File: src/rtl/multi_cycle_ctrl_if.sv
// Control bundle between the multi-cycle sequencer (master) and the MIPS-subset datapath (slave).
// Names follow the datapath's existing control-signal names.
interface multi_cycle_ctrl_if;
    logic [31:0] Inst_code;
    logic        ZF;
    logic        OF;
    logic        PC_Write;
    logic [1:0]  PC_s;
    logic        IR_Write;
    logic        Write_Reg;
    logic        Mem_Write;
    logic [2:0]  ALU_OP;
    logic [1:0]  w_r_s;
    logic [1:0]  wr_data_s;
    logic        imm_s;
    logic        rt_imm_s;
    logic [2:0]  state;
    logic        ill_inst;

    modport master (
        input  Inst_code, ZF, OF,
        output PC_Write, PC_s, IR_Write, Write_Reg, Mem_Write, ALU_OP,
               w_r_s, wr_data_s, imm_s, rt_imm_s, state, ill_inst
    );

    modport slave (
        output Inst_code, ZF, OF,
        input  PC_Write, PC_s, IR_Write, Write_Reg, Mem_Write, ALU_OP,
               w_r_s, wr_data_s, imm_s, rt_imm_s, state, ill_inst
    );
endinterface

File: src/rtl/multi_cycle_ctrl.sv
// Multi-cycle IF/ID/EX/MEM/WB sequencer: 2-5 cycles per instruction, outputs decoded from state + Inst_code.
// No backpressure; branch PC_Write is a same-cycle (Mealy) decision on ZF, strobes drop at once on reset.
module multi_cycle_ctrl #(
    parameter int PC_INC = 4
) (
    input  logic               clk,
    input  logic               rst,
    multi_cycle_ctrl_if.master bus
);
    typedef enum logic [2:0] {
        S_IDLE = 3'b000,
        S_IF   = 3'b001,
        S_ID   = 3'b010,
        S_EX   = 3'b011,
        S_MEM  = 3'b100,
        S_WB   = 3'b101
    } state_t;

    localparam logic [2:0] ALU_AND = 3'b000, ALU_OR  = 3'b001, ALU_XOR = 3'b010, ALU_NOR = 3'b011,
                           ALU_ADD = 3'b100, ALU_SUB = 3'b101, ALU_SLT = 3'b110, ALU_SLL = 3'b111;

    state_t     state_q, state_d;
    logic       of_q, of_d;
    logic       ill_q, ill_d;

    logic [5:0] opcode, funct;
    logic       is_j, is_jal, is_jr, is_r_alu, is_i_alu, is_lw, is_sw, is_beq, is_bne;
    logic       ovf_chk, sext, legal;
    logic [2:0] alu_sel;
    logic       unused_ok;

    assign opcode    = bus.Inst_code[31:26];
    assign funct     = bus.Inst_code[5:0];
    // PC_INC is informational only: the datapath owns the PC+4 adder.
    assign unused_ok = ^{bus.Inst_code[25:6], 32'(PC_INC)};

    always_comb begin
        is_j = 1'b0; is_jal = 1'b0; is_jr = 1'b0; is_r_alu = 1'b0; is_i_alu = 1'b0;
        is_lw = 1'b0; is_sw = 1'b0; is_beq = 1'b0; is_bne = 1'b0;
        ovf_chk = 1'b0; sext = 1'b0; alu_sel = ALU_AND;
        case (opcode)
            6'b000000: begin
                is_r_alu = 1'b1;
                case (funct)
                    6'b100000: begin alu_sel = ALU_ADD; ovf_chk = 1'b1; end
                    6'b100010: begin alu_sel = ALU_SUB; ovf_chk = 1'b1; end
                    6'b100100: alu_sel = ALU_AND;
                    6'b100101: alu_sel = ALU_OR;
                    6'b100110: alu_sel = ALU_XOR;
                    6'b100111: alu_sel = ALU_NOR;
                    6'b101010: alu_sel = ALU_SLT;
                    6'b000000: alu_sel = ALU_SLL;
                    6'b001000: begin is_jr = 1'b1; is_r_alu = 1'b0; end
                    default:   is_r_alu = 1'b0;
                endcase
            end
            6'b000010: is_j   = 1'b1;
            6'b000011: is_jal = 1'b1;
            6'b001000: begin is_i_alu = 1'b1; alu_sel = ALU_ADD; sext = 1'b1; ovf_chk = 1'b1; end
            6'b001010: begin is_i_alu = 1'b1; alu_sel = ALU_SLT; sext = 1'b1; end
            6'b001100: begin is_i_alu = 1'b1; alu_sel = ALU_AND; end
            6'b001101: begin is_i_alu = 1'b1; alu_sel = ALU_OR;  end
            6'b001110: begin is_i_alu = 1'b1; alu_sel = ALU_XOR; end
            6'b100011: begin is_lw  = 1'b1; alu_sel = ALU_ADD; sext = 1'b1; end
            6'b101011: begin is_sw  = 1'b1; alu_sel = ALU_ADD; sext = 1'b1; end
            6'b000100: begin is_beq = 1'b1; alu_sel = ALU_SUB; sext = 1'b1; end
            6'b000101: begin is_bne = 1'b1; alu_sel = ALU_SUB; sext = 1'b1; end
            default: ;
        endcase
    end

    assign legal = is_r_alu | is_i_alu | is_lw | is_sw | is_beq | is_bne;

    always_ff @(posedge clk or negedge rst) begin
        if (!rst) begin
            state_q <= S_IDLE;
            of_q    <= 1'b0;
            ill_q   <= 1'b0;
        end else begin
            state_q <= state_d;
            of_q    <= of_d;
            ill_q   <= ill_d;
        end
    end

    always_comb begin
        state_d       = state_q;
        of_d          = of_q;
        ill_d         = ill_q;
        bus.PC_Write  = 1'b0;
        bus.PC_s      = 2'b00;
        bus.IR_Write  = 1'b0;
        bus.Write_Reg = 1'b0;
        bus.Mem_Write = 1'b0;
        bus.ALU_OP    = 3'b000;
        bus.w_r_s     = 2'b00;
        bus.wr_data_s = 2'b00;
        bus.imm_s     = 1'b0;
        bus.rt_imm_s  = 1'b0;

        // ALU selects stay put from EX through WB so the datapath sees stable operands.
        if (state_q == S_EX || state_q == S_MEM || state_q == S_WB) begin
            bus.ALU_OP   = alu_sel;
            bus.imm_s    = sext;
            bus.rt_imm_s = is_i_alu | is_lw | is_sw;
        end

        case (state_q)
            S_IDLE: state_d = S_IF;
            S_IF: begin
                bus.IR_Write = 1'b1;
                bus.PC_Write = 1'b1;
                state_d      = S_ID;
            end
            S_ID: begin
                state_d = S_IF;
                if (is_j || is_jal) begin
                    bus.PC_Write = 1'b1;
                    bus.PC_s     = 2'b11;
                    if (is_jal) begin
                        bus.Write_Reg = 1'b1;
                        bus.w_r_s     = 2'b10;
                        bus.wr_data_s = 2'b10;
                    end
                end else if (is_jr) begin
                    bus.PC_Write = 1'b1;
                    bus.PC_s     = 2'b01;
                end else if (legal) begin
                    state_d = S_EX;
                end else begin
                    ill_d = 1'b1;
                end
            end
            S_EX: begin
                of_d = bus.OF;
                if (is_lw || is_sw) begin
                    state_d = S_MEM;
                end else if (is_beq || is_bne) begin
                    bus.PC_Write = (is_beq & bus.ZF) | (is_bne & ~bus.ZF);
                    bus.PC_s     = 2'b10;
                    state_d      = S_IF;
                end else begin
                    state_d = S_WB;
                end
            end
            S_MEM: begin
                bus.Mem_Write = is_sw;
                state_d       = is_sw ? S_IF : S_WB;
            end
            S_WB: begin
                // Signed overflow on add/sub/addi squashes the write instead of trapping.
                bus.Write_Reg = ~(ovf_chk & of_q);
                bus.w_r_s     = is_r_alu ? 2'b00 : 2'b01;
                bus.wr_data_s = is_lw ? 2'b01 : 2'b00;
                state_d       = S_IF;
            end
            default: state_d = S_IDLE;
        endcase
    end

    assign bus.state    = state_q;
    assign bus.ill_inst = ill_q;
endmodule

File: src/flat_wrapper.sv
// flat-port wrapper written by rule: the top's interface ports become plain ports
module multi_cycle_ctrl_flat 
#(
    parameter int PC_INC = 4
)
  (clk, rst, bus_Inst_code, bus_ZF, bus_OF, bus_PC_Write, bus_PC_s, bus_IR_Write, bus_Write_Reg, bus_Mem_Write, bus_ALU_OP, bus_w_r_s, bus_wr_data_s, bus_imm_s, bus_rt_imm_s, bus_state, bus_ill_inst);
  multi_cycle_ctrl_if bus_i ();
  input  logic clk;
  input  logic rst;
  input wire logic [$bits(bus_i.Inst_code)-1:0] bus_Inst_code;
  input wire logic [$bits(bus_i.ZF)-1:0] bus_ZF;
  input wire logic [$bits(bus_i.OF)-1:0] bus_OF;
  output wire logic [$bits(bus_i.PC_Write)-1:0] bus_PC_Write;
  output wire logic [$bits(bus_i.PC_s)-1:0] bus_PC_s;
  output wire logic [$bits(bus_i.IR_Write)-1:0] bus_IR_Write;
  output wire logic [$bits(bus_i.Write_Reg)-1:0] bus_Write_Reg;
  output wire logic [$bits(bus_i.Mem_Write)-1:0] bus_Mem_Write;
  output wire logic [$bits(bus_i.ALU_OP)-1:0] bus_ALU_OP;
  output wire logic [$bits(bus_i.w_r_s)-1:0] bus_w_r_s;
  output wire logic [$bits(bus_i.wr_data_s)-1:0] bus_wr_data_s;
  output wire logic [$bits(bus_i.imm_s)-1:0] bus_imm_s;
  output wire logic [$bits(bus_i.rt_imm_s)-1:0] bus_rt_imm_s;
  output wire logic [$bits(bus_i.state)-1:0] bus_state;
  output wire logic [$bits(bus_i.ill_inst)-1:0] bus_ill_inst;
  assign bus_i.Inst_code = bus_Inst_code;
  assign bus_i.ZF = bus_ZF;
  assign bus_i.OF = bus_OF;
  assign bus_PC_Write = bus_i.PC_Write;
  assign bus_PC_s = bus_i.PC_s;
  assign bus_IR_Write = bus_i.IR_Write;
  assign bus_Write_Reg = bus_i.Write_Reg;
  assign bus_Mem_Write = bus_i.Mem_Write;
  assign bus_ALU_OP = bus_i.ALU_OP;
  assign bus_w_r_s = bus_i.w_r_s;
  assign bus_wr_data_s = bus_i.wr_data_s;
  assign bus_imm_s = bus_i.imm_s;
  assign bus_rt_imm_s = bus_i.rt_imm_s;
  assign bus_state = bus_i.state;
  assign bus_ill_inst = bus_i.ill_inst;
  multi_cycle_ctrl #(.PC_INC(PC_INC)) u_core (.clk(clk), .rst(rst), .bus(bus_i));
endmodule
File: config.mk
export PLATFORM = sky130hd
export DESIGN_NAME = multi_cycle_ctrl_flat
export DESIGN_NICKNAME = d
export VERILOG_FILES = /design/src/rtl/multi_cycle_ctrl_if.sv /design/src/rtl/multi_cycle_ctrl.sv /design/src/flat_wrapper.sv
export SDC_FILE = /design/constraint.sdc
export NUM_CORES = 1
export LEC_CHECK = 0
export BUFFER_PORTS_ARGS = -buffer_cell sky130_fd_sc_hd__buf_4
export CAP_MARGIN = 20
export CORE_MARGIN = 4
export CORE_UTILIZATION = 37
export CTS_CLUSTER_SIZE = 25
export DETAILED_ROUTE_END_ITERATION = 16
export PLACE_DENSITY_LB_ADDON = 0.12
export REMOVE_ABC_BUFFERS = 1
export SLEW_MARGIN = 20
export SYNTH_ARGS = -nofsm -noshare
export SYNTH_HDL_FRONTEND = slang
export SYNTH_SLANG_ARGS = --single-unit
File: constraint.sdc
create_clock -name clk -period 1.55 [get_ports clk]
set_clock_uncertainty 0.1 [all_clocks]
set_input_delay 0.155 -clock clk [delete_from_list [all_inputs] [get_ports clk]]
set_output_delay 0.155 -clock clk [all_outputs]
set_load 0.05 [all_outputs]
==> results of run 1 <==
-- sequential cells by signal (all words and copies together), names as in the netlist --
signal               flops
u_core.bus.ill_inst      1
u_core.of_q              1
u_core.bus.state         3
-- worst max-delay path by stage --
stage                             start            end  slack, ns  cells after the start
floorplan           u_core.bus.state[1]  bus_Write_Reg      -1.25                      4
global placement      bus_Inst_code[26]  bus_ALU_OP[1]      -0.14                      7
detailed placement    bus_Inst_code[26]  bus_ALU_OP[1]      -0.16                      7
CTS                 u_core.bus.state[2]  bus_ALU_OP[1]      -0.34                      6
global route        u_core.bus.state[1]  bus_ALU_OP[2]      -0.41                      7
finish              u_core.bus.state[1]  bus_ALU_OP[2]      -0.34                      7
-- power groups by stage --
stage,Sequential (W),Combinational (W),Clock (W)
2_1_floorplan,0.000368,0.000437,0
3_3_place_gp,0.000210,0.00102,0
3_5_place_dp,0.000211,0.00102,0
4_1_cts,0.000214,0.00112,0.000159
5_1_grt,0.000218,0.00142,0.000167
6_report,0.000218,0.00133,0.000152
-- cell usage in the layout, fill, tap and decap left out, types with 2 or more instances in the layout --
cell type / netlist / layout
inv_1: 3 / 2
buf_6: 5 / 12
nand2_1: 10 / 9
o21ai_0: 3 / 3
nor2_4: 0 / 2
nand2b_1: 2 / 2
dfrtp_1: 5 / 5
o22ai_1: 2 / 2
or2_1: 2 / 2
clkbuf_4: 0 / 3
nor3_1: 5 / 3
buf_8: 0 / 5
a21oi_2: 0 / 2
nor2b_2: 0 / 2
a21oi_1: 4 / 2
nor4_4: 1 / 2
o21a_1: 3 / 3
nor2_1: 17 / 14
buf_4: 3 / 55
nand3_1: 3 / 2
nor3_4: 0 / 2
xnor2_1: 2 / 2
-- through the flow --
| step | utilization (%) | instance area [um2] |
|---|---|---|
| 2_1_floorplan | - | 709 |
| 3_3_place_gp | 63.0 | 1260 |
| 3_5_place_dp | 63.0 | 1260 |
| 4_1_cts | 69.7 | 1400 |
| 5_1_grt | 76.4 | 1530 |
| 6_report | 76.4 | 1530 |
-- routing by layer --
| layer | share of wire, % | routed length (um) | global-route usage [%] |
|---|---|---|---|
| met3 | 4.5 | 131 | 3.60 |
| met1 | 46 | 1320 | 22.9 |
| met5 | 0 | 0 | 0 |
| met2 | 49 | 1430 | 32.9 |
| met4 | 0.48 | 14 | 4.98 |
-- logic make-up after synthesis --
family	Yosys count	synth area share, %
buffers and inverters	11	11.4
XOR/XNOR	2	2.22
flip-flops	5	15.9
multiplexers	2	2.70
AND/OR/NAND/NOR	59	42.7
AO/OA/AOI/OAI	26	25.1
-- final cells by class --
class,count,area (um2),area share (%)
multi-input cells,89,701,45.8
repair buffers,73,633,41.4
flip-flops and latches,5,125,8.18
well taps,27,33.8,2.21
clock buffers,4,26.3,1.72
inverters,3,11.3,0.736
-- timing repair --
| item | 4_1_cts | 5_1_grt |
|---|---|---|
| resized for setup | 26 | 26 |
| setup endpoints to repair | 13 | 15 |
| endpoints found under the hold margin | 5 | 0 |
| pin swaps | 2 | 2 |
| hold buffers | 1 | 0 |
| setup buffers | 1 | 3 |
==> results.sh, run 1 <==
export IMPL_drt_pass1_iter_count=4
export IMPL_cap_violations=0
export IMPL_route_detailed_drc=0
export IMPL_cts_root_buf="clkbuf_4"
export IMPL_die_area_um2=2930
export IMPL_p_clk_share_pct=8.9
export IMPL_path_max_fanout=3
export IMPL_grt_usage_pct=18.7
export IMPL_cts_buffers=3
export IMPL_p_seq_share_pct=12.8
export IMPL_ys_ff_latch=5
export IMPL_crit_buf_inv=2
export IMPL_yosys_warnings=0
export IMPL_r2r_slack_ns=0.33
export IMPL_path_clk_slew_ns=0.04
export IMPL_drive_gt1_share_pct=60.3
export IMPL_synth_area_leaders="dfrtp_1 16%, nor2_1 8.1%, buf_6 7.1%"
export IMPL_dp_hpwl_um=2030
export IMPL_die_h_um=54.2
export IMPL_yosysTopAreaCellShare_pct=15.9
export IMPL_place_inst=193
export IMPL_area_growth_pct=94.1
export IMPL_synth_edf_count=0
export IMPL_report_final_slew_viol_count=0
export IMPL_slowest_stage="dfrtp_1"
export IMPL_grt_pass1_wl_um=4040
export IMPL_power_share_combinational_pct=78.2
export IMPL_setup_ws_ns=-0.344
export IMPL_slowest_delay_ns=0.41
export IMPL_min_delay_path_depth=2
export IMPL_tightest_slew_ns=0.399
export IMPL_place_congestion=0.823
export IMPL_antenna_found_initial=0
export IMPL_rows=16
export IMPL_finalSetupViolCount=13
export IMPL_synth_largest_area_cell="dfrtp_1"
export IMPL_p_int_w=0.000836
export IMPL_nFillCells=142
export IMPL_cts_tree="built"
export IMPL_crit_type="flip-flop to output pin"
export IMPL_via_per_inst=5.32
export IMPL_cp_arrival_ns=1.64
export IMPL_finalHoldViolations=0
export IMPL_syn_area_per_cell_um2=7.51
export IMPL_violations="negative setup slack"
export IMPL_cp_end_kind="output pin"
export IMPL_timing_hold_ws_ns=0.0403
export IMPL_ant_nets=0
export IMPL_grt_overflow=0
export IMPL_num_vias=1070
export IMPL_syn_area_um2=788
export IMPL_clock_fmax_mhz=528
export IMPL_cp_start_kind="flip-flop"
export IMPL_critPathTopFamily="compound AO/OA/AOI/OAI gates"
export IMPL_outcome="finished with violations"
export IMPL_min_to="u_core.of_q"
export IMPL_max_slew_margin_pct=73.3
export IMPL_clk_path_buf_depth=2
export IMPL_rsz0062_at_grt="yes"
export IMPL_ir_drop_mv=1.25
export IMPL_p_switching_w=0.000864
export IMPL_hold_path_class="primary input to flip-flop"
export IMPL_synthArstFlopShare_pct=100
export IMPL_syn_inst=105
export IMPL_leakagePower_nw=0.673
export IMPL_fin_total_pwr_w=0.00170
export IMPL_yosysMostFrequentCell="nor2_1"
export IMPL_hp_start="bus_OF"
export IMPL_totalWireLength_um=2890
export IMPL_die_w_um=54.2
export IMPL_synth_flop_cell="dfrtp_1"
export IMPL_synth_seq_area_share_pct=15.9
export IMPL_diodes=0
export IMPL_reg2reg_from="u_core.bus.state[0]"
export IMPL_clock_sinks=5
export IMPL_synth_distinct_cells=46
export IMPL_core_area_um2=2000
export IMPL_io_buffers=34
export IMPL_cts_htree_levels=1
export IMPL_worstPathCellList="nand3b_1, a21boi_4, nor2_4, buf_4, o21a_1, a21o_1, buf_6"
export IMPL_power_density_nw_per_um2=1110
export IMPL_post_route_period_util_pct=122
export IMPL_wl_per_cell_um=14.4
export IMPL_nNetsFinal=211
export IMPL_clock_latency_ns=0.25
export IMPL_stdcell_count=201
export IMPL_required_ns=1.29
export IMPL_grt_pass1_vias=986
export IMPL_synth_commonest_cells="17 x nor2_1, 10 x nand2_1, 5 x buf_6, 5 x dfrtp_1, 5 x nor3_1"
export IMPL_p_sw_share_pct=50.8
export IMPL_start_util_pct=39.4
export IMPL_min_period_ns=1.89
export IMPL_post_place_ws_ns=-0.156
export IMPL_grt_max_degree=12
export IMPL_worst_r2r_cell_count=5
export IMPL_finalSetupTns_ns=-2.44
export IMPL_reg2reg_to="u_core.bus.state[1]"
export IMPL_ioPinCount=55
export IMPL_drt_iter0_drc=35
(Power assumes the default switching activity.)
==> inputs of run 2 (changes only) <==
CORE_MARGIN = 2   (was 4)
==> run 2 against run 1 <==
  * The run still ends with negative setup slack left
  * Critical endpoint is now bus_ALU_OP[1]
  * Sequential power decreased by 2%
  * Critical path depth shrank 1
  * Core utilization increased by 1.0 points
  * Count of clock-buffer cells in the layout stayed put
  * Routed wire length rose by 1.6%
  * Final area increased by 0.33%
  * Flip-flop and latch count unchanged
  * Non-clock buffer count increased by 5
==> results.sh, run 2 (same netlist as run 1, synthesis figures left out) <==
export IMPL_cts_root_buf="clkbuf_4"
export IMPL_p_sw_share_pct=49.4
export IMPL_path_clk_slew_ns=0.05
export IMPL_drt_pass1_iter_count=4
export IMPL_place_inst=196
export IMPL_hp_start="bus_OF"
export IMPL_outcome="finished with violations"
export IMPL_drt_iter0_drc=29
export IMPL_worstPathCellList="nand3b_1, a21boi_4, nor2_4, o31ai_2, nor4b_2, buf_4"
export IMPL_cp_arrival_ns=1.66
export IMPL_cts_buffers=3
export IMPL_post_route_period_util_pct=124
export IMPL_antenna_found_initial=0
export IMPL_p_clk_share_pct=8.8
export IMPL_route_detailed_drc=0
export IMPL_start_util_pct=39.8
export IMPL_p_switching_w=0.000860
export IMPL_largest_reg_flops=3
export IMPL_finalHoldViolations=0
export IMPL_post_place_ws_ns=-0.168
export IMPL_power_density_nw_per_um2=1130
export IMPL_max_slew_margin_pct=67.3
export IMPL_num_vias=1081
export IMPL_hold_path_class="primary input to flip-flop"
export IMPL_ant_nets=0
export IMPL_clock_latency_ns=0.24
export IMPL_ioPinCount=55
export IMPL_fin_total_pwr_w=0.00174
export IMPL_grt_overflow=0
export IMPL_required_ns=1.29
export IMPL_cp_end_kind="output pin"
export IMPL_cp_start_kind="flip-flop"
export IMPL_area_growth_pct=94.8
export IMPL_path_max_fanout=2
export IMPL_final_cell_mix="58 x buf_4, 15 x nor2_1, 13 x buf_6"
export IMPL_slowest_stage="dfrtp_1"
export IMPL_core_area_um2=1980
export IMPL_clock_sinks=5
export IMPL_clk_path_buf_depth=2
export IMPL_stdcell_count=206
export IMPL_min_period_ns=1.92
export IMPL_slowest_delay_ns=0.37
export IMPL_drive_gt1_share_pct=57.5
export IMPL_clock_fmax_mhz=522
export IMPL_cap_violations=0
export IMPL_min_to="u_core.of_q"
export IMPL_wl_per_cell_um=14.3
export IMPL_cts_htree_levels=1
export IMPL_p_int_w=0.000881
export IMPL_reg2reg_to="u_core.bus.state[1]"
export IMPL_nNetsFinal=216
export IMPL_ir_drop_mv=1.34
export IMPL_p_seq_share_pct=12.3
export IMPL_finalSetupViolCount=15
export IMPL_tightest_slew_ns=0.478
export IMPL_place_congestion=0.847
export IMPL_via_per_inst=5.25
export IMPL_grt_usage_pct=23.1
export IMPL_setup_ws_ns=-0.367
export IMPL_diodes=0
export IMPL_rows=16
export IMPL_grt_pass1_vias=1022
export IMPL_report_final_slew_viol_count=0
export IMPL_grt_max_degree=11
export IMPL_die_w_um=50.2
export IMPL_worst_r2r_cell_count=7
export IMPL_power_share_combinational_pct=78.9
export IMPL_multi_input_area_um2=647
export IMPL_die_area_um2=2520
export IMPL_violations="negative setup slack"
export IMPL_dp_hpwl_um=2060
export IMPL_totalWireLength_um=2940
export IMPL_rsz0062_at_grt="yes"
export IMPL_nFillCells=138
export IMPL_cts_tree="built"
export IMPL_leakagePower_nw=0.698
export IMPL_fin_util_pct=77.5
export IMPL_crit_type="flip-flop to output pin"
export IMPL_min_delay_path_depth=2
export IMPL_seq_area_um2=125
export IMPL_r2r_slack_ns=0.18
export IMPL_grt_pass1_wl_um=4490
export IMPL_io_buffers=34
export IMPL_reg2reg_from="u_core.bus.state[1]"
export IMPL_die_h_um=50.2
export IMPL_layout_commonest_cell="buf_4"
==> run 2: changes by cell type in the layout (fill, tap and decap cells not counted), sizes merged <==
cell  delta
buf      +5
==> run 2: how the worst max path moves through the flow <==
stage	start	to	slack (ns)	cells past startpoint
global placement	u_core.bus.state[2]	bus_ALU_OP[1]	-0.14	6
global route	u_core.bus.state[2]	bus_ALU_OP[1]	-0.49	6
CTS	u_core.bus.state[2]	bus_ALU_OP[1]	-0.36	6
floorplan	u_core.bus.state[1]	bus_Write_Reg	-1.25	4
finish	u_core.bus.state[2]	bus_ALU_OP[1]	-0.37	6
detailed placement	u_core.bus.state[2]	bus_ALU_OP[1]	-0.17	6
==> run 2: layout make-up <==
type | instances | share of cell area (%)
repair buffers | 78 | 44.7
multi-input cells | 89 | 42.1
flip-flops and latches | 5 | 8.15
well taps | 27 | 2.20
clock buffers | 4 | 1.71
inverters | 3 | 1.06
==> run 2: per-stage QoR <==
stage / TNS (ns) / instance area [um2] / hold slack, ns
after floorplan: -10.64 / 709 / -0.241
after global placement: -0.711 / 1280 / -0.143
after detailed placement: -0.875 / 1280 / -0.140
after CTS: -2.15 / 1460 / 0.0390
after global routing: -4.14 / 1540 / 0.0459
final: -3.17 / 1540 / 0.0505
==> run 2: metal layers <==
metal	up-vias	part of all wire (%)	GRT usage (%)
li1	529	-	-
met1	506	40	27.4
met4	0	0.34	4.63
met3	2	6.8	5.06
met5	-	0	0
met2	44	53	42.1
==> run 2: timing repair <==
| action | 4_1_cts | 5_1_grt |
|---|---|---|
| endpoints found under the hold margin | 5 | 0 |
| setup endpoints to repair | 14 | 15 |
| pin swaps | 9 | 2 |
| gates resized for setup | 32 | 15 |
| buffers inserted | 3 | 2 |
| hold buffers | 1 | 0 |
==> run 2: critical path, delay by kind of cell, from the launching register on <==
kind / cells / cell delay [ns]
buf+inv: 1 / 0.24
flops: 1 / 0.37
simple gates: 3 / 0.55
compound gates: 2 / 0.27
==> run 2: power groups by stage <==
stage | registers, W | logic [W] | clock network (W)
CTS | 0.000214 | 0.00119 | 0.000157
detailed placement | 0.000210 | 0.00106 | 0
global route | 0.000218 | 0.00144 | 0.000168
finish | 0.000214 | 0.00137 | 0.000154
floorplan | 0.000368 | 0.000437 | 0
global placement | 0.000209 | 0.00105 | 0
==> inputs of run 3 (changes only) <==
SETUP_SLACK_MARGIN = 0.2   (was not set)
==> run 3 against run 2 <==
  * The flow still finishes with violations (negative setup slack)
  * Sequential power about the same
  * Critical path type unchanged
  * Global-route usage increased by 0.13 points
  * Non-clock buffer count unchanged
  * Critical path depth unchanged
  * Combinational power increased by 4%
  * First-iteration DRC count increased by 28%
  * Total power increased by 2.4%
  * Via count increased by 1.4%
  * Count of clock-buffer cells in the layout unchanged
  * Routed wire length increased by 4.6%
  * Final cell count unchanged
  * Sequential share of layout area decreased by 0.11 points
==> results.sh, run 3 (same netlist as run 1, synthesis figures left out) <==
export IMPL_outcome="finished with violations"
export IMPL_violations="negative setup slack"
export IMPL_finalSetupViolCount=15
export IMPL_report_final_slew_viol_count=0
export IMPL_die_w_um=50.2
export IMPL_max_slew_margin_pct=67.5
export IMPL_min_period_ns=1.91
export IMPL_setup_ws_ns=-0.363
export IMPL_crit_buf_inv=1
export IMPL_power_density_nw_per_um2=1150
export IMPL_route_detailed_drc=0
export IMPL_finalSetupTns_ns=-3.07
export IMPL_slowest_delay_ns=0.37
export IMPL_rows=16
export IMPL_path_clk_slew_ns=0.05
export IMPL_post_route_period_util_pct=123
export IMPL_cp_start_kind="flip-flop"
export IMPL_die_h_um=50.2
export IMPL_diodes=0
export IMPL_grt_pass1_wl_um=4520
export IMPL_dp_hpwl_um=2060
export IMPL_clock_sinks=5
export IMPL_largest_reg_flops=3
export IMPL_crit_type="flip-flop to output pin"
export IMPL_cts_root_buf="clkbuf_4"
export IMPL_final_cell_mix="56 x buf_4, 15 x buf_6, 14 x nor2_1"
export IMPL_start_util_pct=39.8
export IMPL_fin_util_pct=78.5
export IMPL_clk_path_buf_depth=2
export IMPL_drt_iter0_drc=37
export IMPL_slowest_stage="dfrtp_1"
export IMPL_cp_end_kind="output pin"
export IMPL_ioPinCount=55
export IMPL_clock_latency_ns=0.24
export IMPL_cts_buffers=3
export IMPL_required_ns=1.29
export IMPL_finalHoldViolations=0
export IMPL_path_max_fanout=2
export IMPL_via_per_inst=5.32
export IMPL_worstPathCellList="nand3b_1, a21boi_4, nor2_4, o31ai_2, nor4b_2, buf_4"
export IMPL_ir_drop_mv=1.33
export IMPL_num_vias=1096
export IMPL_nNetsFinal=216
export IMPL_rsz0062_at_grt="yes"
export IMPL_die_area_um2=2520
export IMPL_place_congestion=0.847
export IMPL_totalWireLength_um=3070
export IMPL_fin_total_pwr_w=0.00178
export IMPL_grt_usage_pct=23.2
export IMPL_drive_gt1_share_pct=59.2
export IMPL_nFillCells=128
export IMPL_cp_arrival_ns=1.66
export IMPL_cts_htree_levels=1
export IMPL_grt_overflow=0
export IMPL_antenna_found_initial=0
export IMPL_layout_commonest_cell="buf_4"
export IMPL_drt_pass1_iter_count=4
export IMPL_core_area_um2=1980
export IMPL_post_place_ws_ns=-0.168
export IMPL_wl_per_cell_um=14.9
export IMPL_cap_violations=0
export IMPL_clock_fmax_mhz=523
export IMPL_leakagePower_nw=0.710
export IMPL_grt_max_degree=11
export IMPL_hold_path_class="primary input to flip-flop"
export IMPL_grt_pass1_vias=1028
export IMPL_cts_tree="built"
export IMPL_ant_nets=0
export IMPL_io_buffers=34
export IMPL_critPathTopFamily="simple AND/OR/NAND/NOR gates"
export IMPL_area_growth_pct=97.5
export IMPL_tightest_slew_ns=0.476
[run 3: what timing repair did]
action / in CTS / in global routing
setup endpoints to repair: 16 / 19
endpoints found under the hold margin: 5 / 0
pin swaps: 9 / 2
resized for setup: 33 / 22
setup buffers: 3 / 2
hold buffers: 1 / 0
[run 3: layout make-up]
cell class / instances / area [um2] / area share (%)
clock buffers: 4 / 26.3 / 1.69
inverters: 3 / 16.3 / 1.05
multi-input cells: 89 / 661 / 42.4
flip-flops and latches: 5 / 125 / 8.04
well taps: 27 / 33.8 / 2.17
repair buffers: 78 / 694 / 44.6
[run 3: final timing paths]
kind / start / to / slack, ns / depth (start not counted)
max: u_core.bus.state[2] / bus_ALU_OP[1] / -0.36 / 6
min: bus_OF / u_core.of_q / 0.05 / 2
max reg2reg: u_core.bus.state[1] / u_core.bus.state[1] / 0.18 / 7
min reg2reg: u_core.bus.ill_inst / u_core.bus.ill_inst / 0.39 / 1
max in group asynchronous: rst / u_core.bus.state[2] / 1.08 / 2
min in group asynchronous: rst / u_core.of_q / 0.16 / 2
[run 3: layer usage]
| layer | track usage, % | share of wire (%) | wire [um] |
|---|---|---|---|
| met1 | 27.8 | 40 | 1230 |
| met2 | 42.1 | 53 | 1630 |
| met3 | 5.06 | 6.5 | 199 |
| met4 | 4.63 | 0.33 | 10 |
| met5 | 0 | 0 | 0 |
[run 3: power by group]
group	switching, W	internal [W]
combinational	0.000786	0.000629
clock	0.0000550	0.0000974
sequential	0.0000336	0.000182
total	0.000874	0.000908
[run 3: worst register-to-register path: stages, from the launching register on]
cell,delay [ns]
dfrtp_1,0.37
buf_6,0.13
inv_6,0.04
nor3_2,0.19
buf_4,0.14
buf_4,0.11
nand2_1,0.04
o22ai_1,0.16
[run 3: metrics by stage]
step / instances / hold WS [ns] / area (um2)
CTS: 204 / 0.0390 / 1470
detailed placement: 196 / -0.140 / 1280
floorplan: 97 / -0.241 / 709
global route: 206 / 0.0427 / 1560
finish: 206 / 0.0459 / 1560
global placement: 196 / -0.143 / 1280
